## src/rtl/bcd_pkg.sv

```systemverilog
// Shared types and digit helpers for the digit-serial BCD add/subtract unit.
package bcd_pkg;

    typedef enum logic [2:0] {
        IDLE,
        CHECK,
        CALC,
        COMP,
        DONE
    } state_e;

    localparam logic [3:0] BCD_NINE = 4'd9;
    localparam logic [3:0] BCD_SIX  = 4'd6;

    function automatic logic [3:0] nines_comp(input logic [3:0] digit);
        return BCD_NINE - digit;
    endfunction

    function automatic logic is_bcd(input logic [3:0] digit);
        return digit <= BCD_NINE;
    endfunction

endpackage

```

## src/rtl/bcd_alu_seq_if.sv

```systemverilog
// Request/response bundle between the operand registers and the BCD ALU.
interface bcd_alu_seq_if #(
    parameter int DIGITS = 4
);
    localparam int W = 4 * DIGITS;

    logic         start;
    logic [W-1:0] a;
    logic [W-1:0] b;
    logic         op;
    logic         busy;
    logic         done;
    logic [W-1:0] result;
    logic         carry;
    logic         negative;
    logic         valid;

    modport master (
        output start, a, b, op,
        input  busy, done, result, carry, negative, valid
    );

    modport slave (
        input  start, a, b, op,
        output busy, done, result, carry, negative, valid
    );

endinterface

```

## src/rtl/bcd_digit_adder.sv

```systemverilog
// Single-digit BCD adder with decimal correction; shared by add and complement passes.
module bcd_digit_adder
    import bcd_pkg::*;
(
    input  logic [3:0] x,
    input  logic [3:0] y,
    input  logic       cin,
    output logic [3:0] s,
    output logic       cout
);

    logic [4:0] sum;

    always_comb begin
        sum  = {1'b0, x} + {1'b0, y} + {4'b0, cin};
        cout = sum > {1'b0, BCD_NINE};
        s    = cout ? (sum[3:0] + BCD_SIX) : sum[3:0];
    end

endmodule

```

## src/rtl/bcd_alu_seq.sv

```systemverilog
// Digit-serial BCD add/subtract, LSD first, signed-magnitude result.
module bcd_alu_seq
    import bcd_pkg::*;
#(
    parameter int DIGITS = 4
) (
    input logic          clk,
    input logic          rst,
    bcd_alu_seq_if.slave bus
);

    localparam int W  = 4 * DIGITS;
    localparam int IW = (DIGITS > 1) ? $clog2(DIGITS) : 1;
    localparam logic [IW-1:0] LAST = IW'(DIGITS - 1);

    state_e        state_q, state_d;
    logic [W-1:0]  a_q, a_d, b_q, b_d;
    logic [W-1:0]  result_q, result_d;
    logic          op_q, op_d;
    logic          cin_q, cin_d;
    logic          carry_q, carry_d;
    logic          negative_q, negative_d;
    logic          valid_q, valid_d;
    logic [IW-1:0] idx_q, idx_d;

    logic [3:0] x, y, s;
    logic       cout;
    logic       operands_ok;

    bcd_digit_adder u_add (
        .x    (x),
        .y    (y),
        .cin  (cin_q),
        .s    (s),
        .cout (cout)
    );

    always_comb begin
        operands_ok = 1'b1;
        for (int i = 0; i < DIGITS; i++) begin
            if (!is_bcd(a_q[4*i +: 4]) || !is_bcd(b_q[4*i +: 4])) operands_ok = 1'b0;
        end
    end

    // COMP re-feeds the raw difference; CALC feeds A and B (or B's nines' complement)
    always_comb begin
        x = a_q[4*int'(idx_q) +: 4];
        y = op_q ? nines_comp(b_q[4*int'(idx_q) +: 4]) : b_q[4*int'(idx_q) +: 4];
        if (state_q == COMP) begin
            x = nines_comp(result_q[4*int'(idx_q) +: 4]);
            y = '0;
        end
    end

    always_comb begin
        state_d    = state_q;
        a_d        = a_q;
        b_d        = b_q;
        op_d       = op_q;
        cin_d      = cin_q;
        idx_d      = idx_q;
        result_d   = result_q;
        carry_d    = carry_q;
        negative_d = negative_q;
        valid_d    = valid_q;
        unique case (state_q)
            IDLE, DONE: begin
                state_d = IDLE;
                if (bus.start) begin
                    a_d     = bus.a;
                    b_d     = bus.b;
                    op_d    = bus.op;
                    state_d = CHECK;
                end
            end
            CHECK: begin
                if (!operands_ok) begin
                    result_d   = '0;
                    carry_d    = 1'b0;
                    negative_d = 1'b0;
                    valid_d    = 1'b0;
                    state_d    = DONE;
                end else begin
                    idx_d   = '0;
                    cin_d   = op_q;
                    state_d = CALC;
                end
            end
            CALC: begin
                result_d[4*int'(idx_q) +: 4] = s;
                cin_d = cout;
                idx_d = idx_q + 1'b1;
                if (idx_q == LAST) begin
                    if (op_q && !cout) begin
                        idx_d   = '0;
                        cin_d   = 1'b1;
                        state_d = COMP;
                    end else begin
                        carry_d    = !op_q && cout;
                        negative_d = 1'b0;
                        valid_d    = 1'b1;
                        state_d    = DONE;
                    end
                end
            end
            COMP: begin
                result_d[4*int'(idx_q) +: 4] = s;
                cin_d = cout;
                idx_d = idx_q + 1'b1;
                if (idx_q == LAST) begin
                    carry_d    = 1'b0;
                    negative_d = 1'b1;
                    valid_d    = 1'b1;
                    state_d    = DONE;
                end
            end
            default: state_d = IDLE;
        endcase
    end

    always_ff @(posedge clk or posedge rst) begin
        if (rst) begin
            state_q    <= IDLE;
            a_q        <= '0;
            b_q        <= '0;
            op_q       <= 1'b0;
            cin_q      <= 1'b0;
            idx_q      <= '0;
            result_q   <= '0;
            carry_q    <= 1'b0;
            negative_q <= 1'b0;
            valid_q    <= 1'b0;
        end else begin
            state_q    <= state_d;
            a_q        <= a_d;
            b_q        <= b_d;
            op_q       <= op_d;
            cin_q      <= cin_d;
            idx_q      <= idx_d;
            result_q   <= result_d;
            carry_q    <= carry_d;
            negative_q <= negative_d;
            valid_q    <= valid_d;
        end
    end

    assign bus.busy     = (state_q == CHECK) || (state_q == CALC) || (state_q == COMP);
    assign bus.done     = (state_q == DONE);
    assign bus.result   = result_q;
    assign bus.carry    = carry_q;
    assign bus.negative = negative_q;
    assign bus.valid    = valid_q;

endmodule

```

## src/flat_wrapper.sv

```systemverilog
// flat-port wrapper written by rule: the top's interface ports become plain ports
module bcd_alu_seq_flat import bcd_pkg::*;
#(
    parameter int DIGITS = 4
)
  (clk, rst, bus_start, bus_a, bus_b, bus_op, bus_busy, bus_done, bus_result, bus_carry, bus_negative, bus_valid);
  bcd_alu_seq_if #(.DIGITS(DIGITS)) bus_i ();
  input logic clk;
  input logic rst;
  input wire logic [$bits(bus_i.start)-1:0] bus_start;
  input wire logic [$bits(bus_i.a)-1:0] bus_a;
  input wire logic [$bits(bus_i.b)-1:0] bus_b;
  input wire logic [$bits(bus_i.op)-1:0] bus_op;
  output wire logic [$bits(bus_i.busy)-1:0] bus_busy;
  output wire logic [$bits(bus_i.done)-1:0] bus_done;
  output wire logic [$bits(bus_i.result)-1:0] bus_result;
  output wire logic [$bits(bus_i.carry)-1:0] bus_carry;
  output wire logic [$bits(bus_i.negative)-1:0] bus_negative;
  output wire logic [$bits(bus_i.valid)-1:0] bus_valid;
  assign bus_i.start = bus_start;
  assign bus_i.a = bus_a;
  assign bus_i.b = bus_b;
  assign bus_i.op = bus_op;
  assign bus_busy = bus_i.busy;
  assign bus_done = bus_i.done;
  assign bus_result = bus_i.result;
  assign bus_carry = bus_i.carry;
  assign bus_negative = bus_i.negative;
  assign bus_valid = bus_i.valid;
  bcd_alu_seq #(.DIGITS(DIGITS)) u_core (.clk(clk), .rst(rst), .bus(bus_i));
endmodule
```

## config.mk

```make
export PLATFORM = sky130hd
export DESIGN_NAME = bcd_alu_seq_flat
export DESIGN_NICKNAME = d
export VERILOG_FILES = /design/src/rtl/bcd_pkg.sv /design/src/rtl/bcd_alu_seq_if.sv /design/src/rtl/bcd_digit_adder.sv /design/src/rtl/bcd_alu_seq.sv /design/src/flat_wrapper.sv
export SDC_FILE = /design/constraint.sdc
export NUM_CORES = 1
export LEC_CHECK = 0
export ABC_AREA = 1
export BUFFER_PORTS_ARGS = -buffer_cell sky130_fd_sc_hd__buf_2
export CORE_MARGIN = 8
export CORE_UTILIZATION = 40
export CTS_BUF_LIST = sky130_fd_sc_hd__clkbuf_16
export CTS_CLUSTER_SIZE = 20
export DETAILED_ROUTE_END_ITERATION = 7
export SYNTH_ARGS = -nofsm -noshare
export SYNTH_HDL_FRONTEND = slang
export SYNTH_SLANG_ARGS = --single-unit
```

## constraint.sdc

```tcl
create_clock -name clk -period 7.8 [get_ports clk]
set_input_delay 0 -clock clk [delete_from_list [all_inputs] [get_ports clk]]
set_output_delay 0 -clock clk [all_outputs]
set_load 0.05 [all_outputs]
```

# Yosys cells after proc, flatten, opt, wreduce, memory -nomap -nowiden
# Cells that the tools add are included.
# classes
addsub	7
mul	0
div	0
n_lt_le_gt_ge	9
n_eq_ne	10
shift	5
mux	37
bitwise_logic	0
n_reduce_logical	28
# ops
cell	count
variable part select 16 x 5 -> 4 bit	3
negation 4 -> 33 bit	1
variable shift 4 x 33 -> 16 bit, first input constant	1
variable part select 4 x 33 -> 16 bit	1
less-or-equal comparator 4 bit, second input constant	8
one-hot mux 16 bit (2 select lines)	1
2-to-1 mux 1 bit	17
bitwise mux 16 bit	1
2-to-1 mux 16 bit	1
2-to-1 mux 4 bit	4
2-to-1 mux 3 bit	4
one-hot mux 1 bit (3 select lines)	4
one-hot mux 3 bit (4 select lines)	1
logical NOT 1 bit	10
AND reduction 2 bit	4
subtractor 4 bit, first input constant	2
== test 3 x 2 -> 1 bit, second input constant	2
logical OR 1 bit	6
2-to-1 mux 2 bit	3
!= test 2 x 1 -> 1 bit, second input constant	3
one-hot mux 2 bit (3 select lines)	1
adder 4 x 4 -> 5 bit	1
adder 5 x 1 -> 5 bit	1
greater-than comparator 5 x 4 -> 1 bit, second input constant	1
12 further kinds	15
# totals
register_bits	58
latch_bits	0
ram_bits	0
mem_bits_ro	0
inputBits	36
out_inout_bits	21
wordCells	106
n_memories	0

# Logic depth before layout (Yosys ltp)
# depth
ltp_word	12
mapped_depth	20
ltp_nobuf	18

# Cells and area by module
# A second synthesis with hierarchy kept.
# unflattened
cells_unflattened	451
hier_area_um2	3299.4
# by_module_without_submodules
mod	n_inst	cells_per_inst	area_each_um2	seq_area_each_um2
bcd_alu_seq	1	403	2997.9	1451.4
bcd_digit_adder	1	48	301.5	0.0

# Worst setup path before layout
# Ideal clock, no wire load.
# synth_path
path_kind	reg2reg
startpoint	register u_core.idx_q[0]
endpoint	register u_core.carry_q, in the netlist u_core.bus.carry
setup_ns	0.065
arrival_ns	2.806
required_time_ns	7.735
path_slack_ns	4.928
path_stages_with_launch	19
n_path_buf	2
path_cell_list	dfrtp_1 -> buf_2 -> inv_2 -> buf_2 -> nand2_1 -> a221oi_1 -> a31oi_1 -> fa_1 -> inv_1 -> fa_1 -> inv_1 -> nand2_2 -> nand3_4 -> nand2_4 -> inv_2 -> nand3_4 -> nand2_4 -> nand2_1 -> nand2_1
# synth_between
elab_chain_cells	11
word_cells_on_any_way	22
cone_classes	4 x add/sub; 1 x order compare; 4 x eq/ne; 3 x shift; 6 x mux; 4 x reduce/logical
# synth_rtl
item	line	source
start, declared	bcd_alu_seq.sv:24	logic [IW-1:0] idx_q, idx_d;
start signal, assigned	bcd_alu_seq.sv:139	idx_q <= idx_d;
variable part select 16 x 5 -> 4 bit	bcd_alu_seq.sv:48	y = op_q ? nines_comp(b_q[4*int'(idx_q) +: 4]) : b_q[4*int'(idx_q) +: 4];
subtractor 4 bit	bcd_pkg.sv:16	return BCD_NINE - digit;
2-to-1 mux 4 bit	bcd_alu_seq.sv:48	
2-to-1 mux 4 bit	bcd_alu_seq.sv:49	if (state_q == COMP) begin
adder 4 x 4 -> 5 bit	bcd_digit_adder.sv:15	sum = {1'b0, x} + {1'b0, y} + {4'b0, cin};
adder 5 x 1 -> 5 bit	bcd_digit_adder.sv:15	
greater-than comparator 5 x 4 -> 1 bit	bcd_digit_adder.sv:16	cout = sum > {1'b0, BCD_NINE};
logical AND 1 bit / logical NOT 1 bit (equally long branches)	bcd_alu_seq.sv:99, bcd_alu_seq.sv:94	
2-to-1 mux 1 bit / logical AND 1 bit (equally long branches)	bcd_alu_seq.sv:94	if (op_q && !cout) begin
2-to-1 mux 1 bit / != test 2 bit (equally long branches)	-	
one-hot mux 1 bit (3 select lines) / AND reduction 5 bit (equally long branches)	-	
end signal, assigned	bcd_alu_seq.sv:141	carry_q <= carry_d;
end, declared	bcd_alu_seq.sv:21	logic carry_q, carry_d;
# Parallel ways exist; a longest one is shown, timed or not. The select of a mux whose other input is x is not followed.
# A chain may end at the register's enable or synchronous reset.

# Worst setup path after layout
# layout_path
startpoint	register u_core.idx_q[1]
endpoint	register u_core.result_q[9], in the netlist u_core.bus.result[9]
# layout_between
elab_chain_cells	11
word_cells_on_any_way	18
cone_classes	6 x add/sub; 1 x order compare; 5 x shift; 6 x mux
# layout_rtl
item	line	source
variable part select 16 x 5 -> 4 bit	bcd_alu_seq.sv:48	
subtractor 4 bit	bcd_pkg.sv:16	
2-to-1 mux 4 bit	bcd_alu_seq.sv:48	
2-to-1 mux 4 bit	bcd_alu_seq.sv:49	
adder 4 x 4 -> 5 bit	bcd_digit_adder.sv:15	
adder 5 x 1 -> 5 bit	bcd_digit_adder.sv:15	
adder 4 x 3 -> 4 bit / greater-than comparator 5 x 4 -> 1 bit (equally long branches)	bcd_digit_adder.sv:17, bcd_digit_adder.sv:16	
2-to-1 mux 4 bit	bcd_digit_adder.sv:17	s = cout ? (sum[3:0] + BCD_SIX) : sum[3:0];
variable part select 4 x 33 -> 16 bit	bcd_alu_seq.sv:90, bcd_alu_seq.sv:107	
bitwise mux 16 bit (*)	bcd_alu_seq.sv:90, bcd_alu_seq.sv:107	
one-hot mux 16 bit (2 select lines) (*)	bcd_alu_seq.sv:66	unique case (state_q)
end signal, assigned	bcd_alu_seq.sv:140	result_q <= result_d;
end, declared	bcd_alu_seq.sv:18	logic [W-1:0] result_q, result_d;
# Mark *: on every way between the ends. The rest lies on a longest branch, timed or not.

==> results.md <==
* Synth area leader: dfrtp_1
* DRT Pass-1 Iters at 4
* Hold_buf cts at 34
* Worst Slack Setup Final at between 4 and 5 ns
* CP max stage cell: dfrtp_1
* CP dominant cell by count: inv_1
* Crit Path Max Fanout at 16
* Clk Latency, worst-skew pair at roughly 0.33 ns
* Period utilisation layout at 43.5%
* Synth cell types at 35
* Setup slack at placement at approximately 4.4 ns
* GRT Overall Usage at 15.3%
* Hold Fails Final Rpt at 0
* Worst Path Arrival at between 3 and 4 ns
* Bufs on Longest Clock Path at 2
* Synth top area cells: dfrtp_1 45%, mux2_2 8.1%, nand2_1 8.1%
* CP max stage delay at 0.67 ns
* Worst path cell trace: inv_1, a32o_1, a21oi_1, o21ai_0, fa_1, inv_1, fa_1, inv_1, nand2_2, nand3_4, nand2_4, nand2_1, nand2_2, nand3_1, o21ai_0
* Area growth from synthesis to layout at 31.0%
* Syn Std Cell Area at 3220 sq um
* Cell chosen for the clock root: clkbuf_16
* Worst slew margin relative to its limit at 43.6%
* Final WL at approximately 8000 um
* Seq cells post-synth at between 50 and 60
* Post-layout nets at 508
* DRT iter0 DRCs at between 150 and 200
* CTS tree: yes
* Clock sink count at 58
* Placeable Area at between 7000 and 8000 sq um
* Post-Route Setup TNS at 0 ns
* DRT antenna net count at 0
* Share of post-route cells with drive strength above 1 at between 20% and 30%
* Shortest period the worst path allows at 3.39 ns
* CTS buffer count at 9
* Worst r2r dst: u_core.bus.result[9]
* Slew @ Worst Pin at 0.843 ns
* Register area share after synthesis at roughly 45%
* Finished Layout Cells at 567
* Residual DRC at 0
* Global-route wire length before repair at about 14000 um
* Post-Place Cells at about 520
* Reg-to-reg critical path startpoint: u_core.idx_q[1]
* Initial Util at between 40% and 50%
* Vias in the first global route at 2981
* Die height at 106 um
* Via count at 2856
* Max Freq at 295 MHz
* Max-Cap Viols at 0
* Ant diodes at 0
* Clock-pin slew on the worst setup and hold paths at around 0.06 ns
* Max Slew Vio Count at 0
* Async SR Flop Fraction at 100%
* DIE AREA at 11200 sq um
* Ys flop type: dfrtp_1
* EDFF count, synth at 0
* Mapped Cells at 369
* Critical path data required time at 7.99 ns
* Row count at 32
* Die W at 106 um
* I/O pin total at 57
* Post-CTS setup buffer count at 0
* Largest net degree at the start of global routing at a little under 60
* Layout Utilization at a little over half
* Setup crit end kind: flop
* WS Path Type: reg2reg
* Final GP Congestion at 0.949
* R2R Setup Slk at 4.41 ns
* Worst min path class: in2async
* Synth Net Count at roughly 420
* Worst Setup Start Kind: flop
* Share of the synthesized area in the top cell type at 45.1%
* GRT Residual Overflow at 0
* Register-to-Register Path Depth at 15
* Outcome: completed
* Mean Syn Cell Area at 8.71 sq um
* DP HPWL at 5940 um
* Synth Warn # at 0
* H-tree depth at 3
* Unrepaired setup endpoints after global routing: no
* Post_cts resized at 0
* Wirelength per Cell at 14.3 um
* Port buffer count at between 50 and 60
* Layout Skew at 0.00924 ns
* # fillers at 718
* Via-to-Cell Ratio at roughly 5.0
* Initial antenna violation count at 0
* Final setup violating endpoints at 0
==> layer usage <==
metal  global-route usage, %  part of all wire, %
met5                       0                    0
met4                    10.4                  4.4
met3                    3.53                  4.9
met2                    24.2                   46
met1                    18.3                   45
==> critical path, delay by kind of cell, from the launching register on <==
family / cells / cell delay [ns]
AOI/OAI and AO/OA: 4 / 0.68
adders and majority gates: 2 / 0.83
buffers and inverters: 3 / 0.57
DFF: 1 / 0.67
and+or+nand+nor: 6 / 0.49
==> flip-flops by register name, indices dropped and copies added, names as in the netlist, 2 cells and up <==
register and cells:
u_core.bus.result 16, u_core.b_q 16, u_core.state_q 3, u_core.a_q 16
u_core.idx_q 2
==> cells in the mapped netlist, types with 5 or more instances <==
master / instances
nand2_2: 5
inv_1: 33
ha_1: 10
o21ai_0: 40
inv_2: 6
a21oi_1: 35
buf_2: 8
mux2_2: 23
dfrtp_1: 58
nand2_1: 69
nor2_1: 27
nand3_1: 15
==> final cells by class <==
type	instances	area [sq um]	area share, %
timing repair buffer	92	636	15.1
sequential	58	1450	34.5
clock buffer	9	225	5.35
tap	102	128	3.03
inverter	40	150	3.57
multi-input combinational	259	1550	36.8
clock inverter	7	70.1	1.66
==> logic make-up after synthesis <==
group                    Yosys count  synth area share, %
buffers and inverters             52                 6.61
AND/OR/NAND/NOR                  137                 20.2
AO/OA/AOI/OAI                     84                 13.7
adder cells (fa/ha/maj)           12                 5.14
flip-flops                        58                 45.1
multiplexers                      24                 8.40
XOR/XNOR                           2                0.778
==> placed cells by master, fill, tap and decap left out, drive strengths merged, types with 2 or more instances in the layout <==
cell type | netlist | routed
clkbuf | 2 | 9
o21ai | 41 | 41
nand4 | 4 | 4
clkinvlp | 0 | 3
nor3 | 5 | 5
mux2 | 24 | 24
o211ai | 2 | 2
nor2 | 32 | 32
ha | 10 | 10
a31oi | 2 | 2
dlygate4sd3 | 0 | 34
nand3 | 18 | 18
a21oi | 35 | 35
fa | 2 | 2
inv | 39 | 39
dfrtp | 58 | 58
clkinv | 1 | 4
nand2 | 77 | 77
buf | 10 | 58
==> worst max path at each step <==
stage / endpoint / start / depth (start not counted) / slack (ns)
2_1_floorplan: u_core.bus.carry / u_core.idx_q[0] / 18 / 4.93
5_1_grt: u_core.state_q[0] / u_core.idx_q[1] / 16 / 4.08
3_5_place_dp: u_core.state_q[0] / u_core.idx_q[1] / 16 / 4.44
3_3_place_gp: u_core.bus.result[10] / u_core.idx_q[1] / 15 / 4.58
6_report: u_core.bus.result[9] / u_core.idx_q[1] / 15 / 4.41
4_1_cts: u_core.state_q[0] / u_core.idx_q[1] / 16 / 4.42
==> metrics by stage <==
stage / hold WS (ns) / area, sq um
finish: 0.415 / 4210
global placement: 0.215 / 3580
CTS: 0.417 / 4210
global route: 0.439 / 4210
detailed placement: 0.218 / 3580
floorplan: 0.132 / 3220
Power is left out: the tool's default activity adds up to more than one toggle a clock period on the data nets, which glitch-free logic cannot reach.
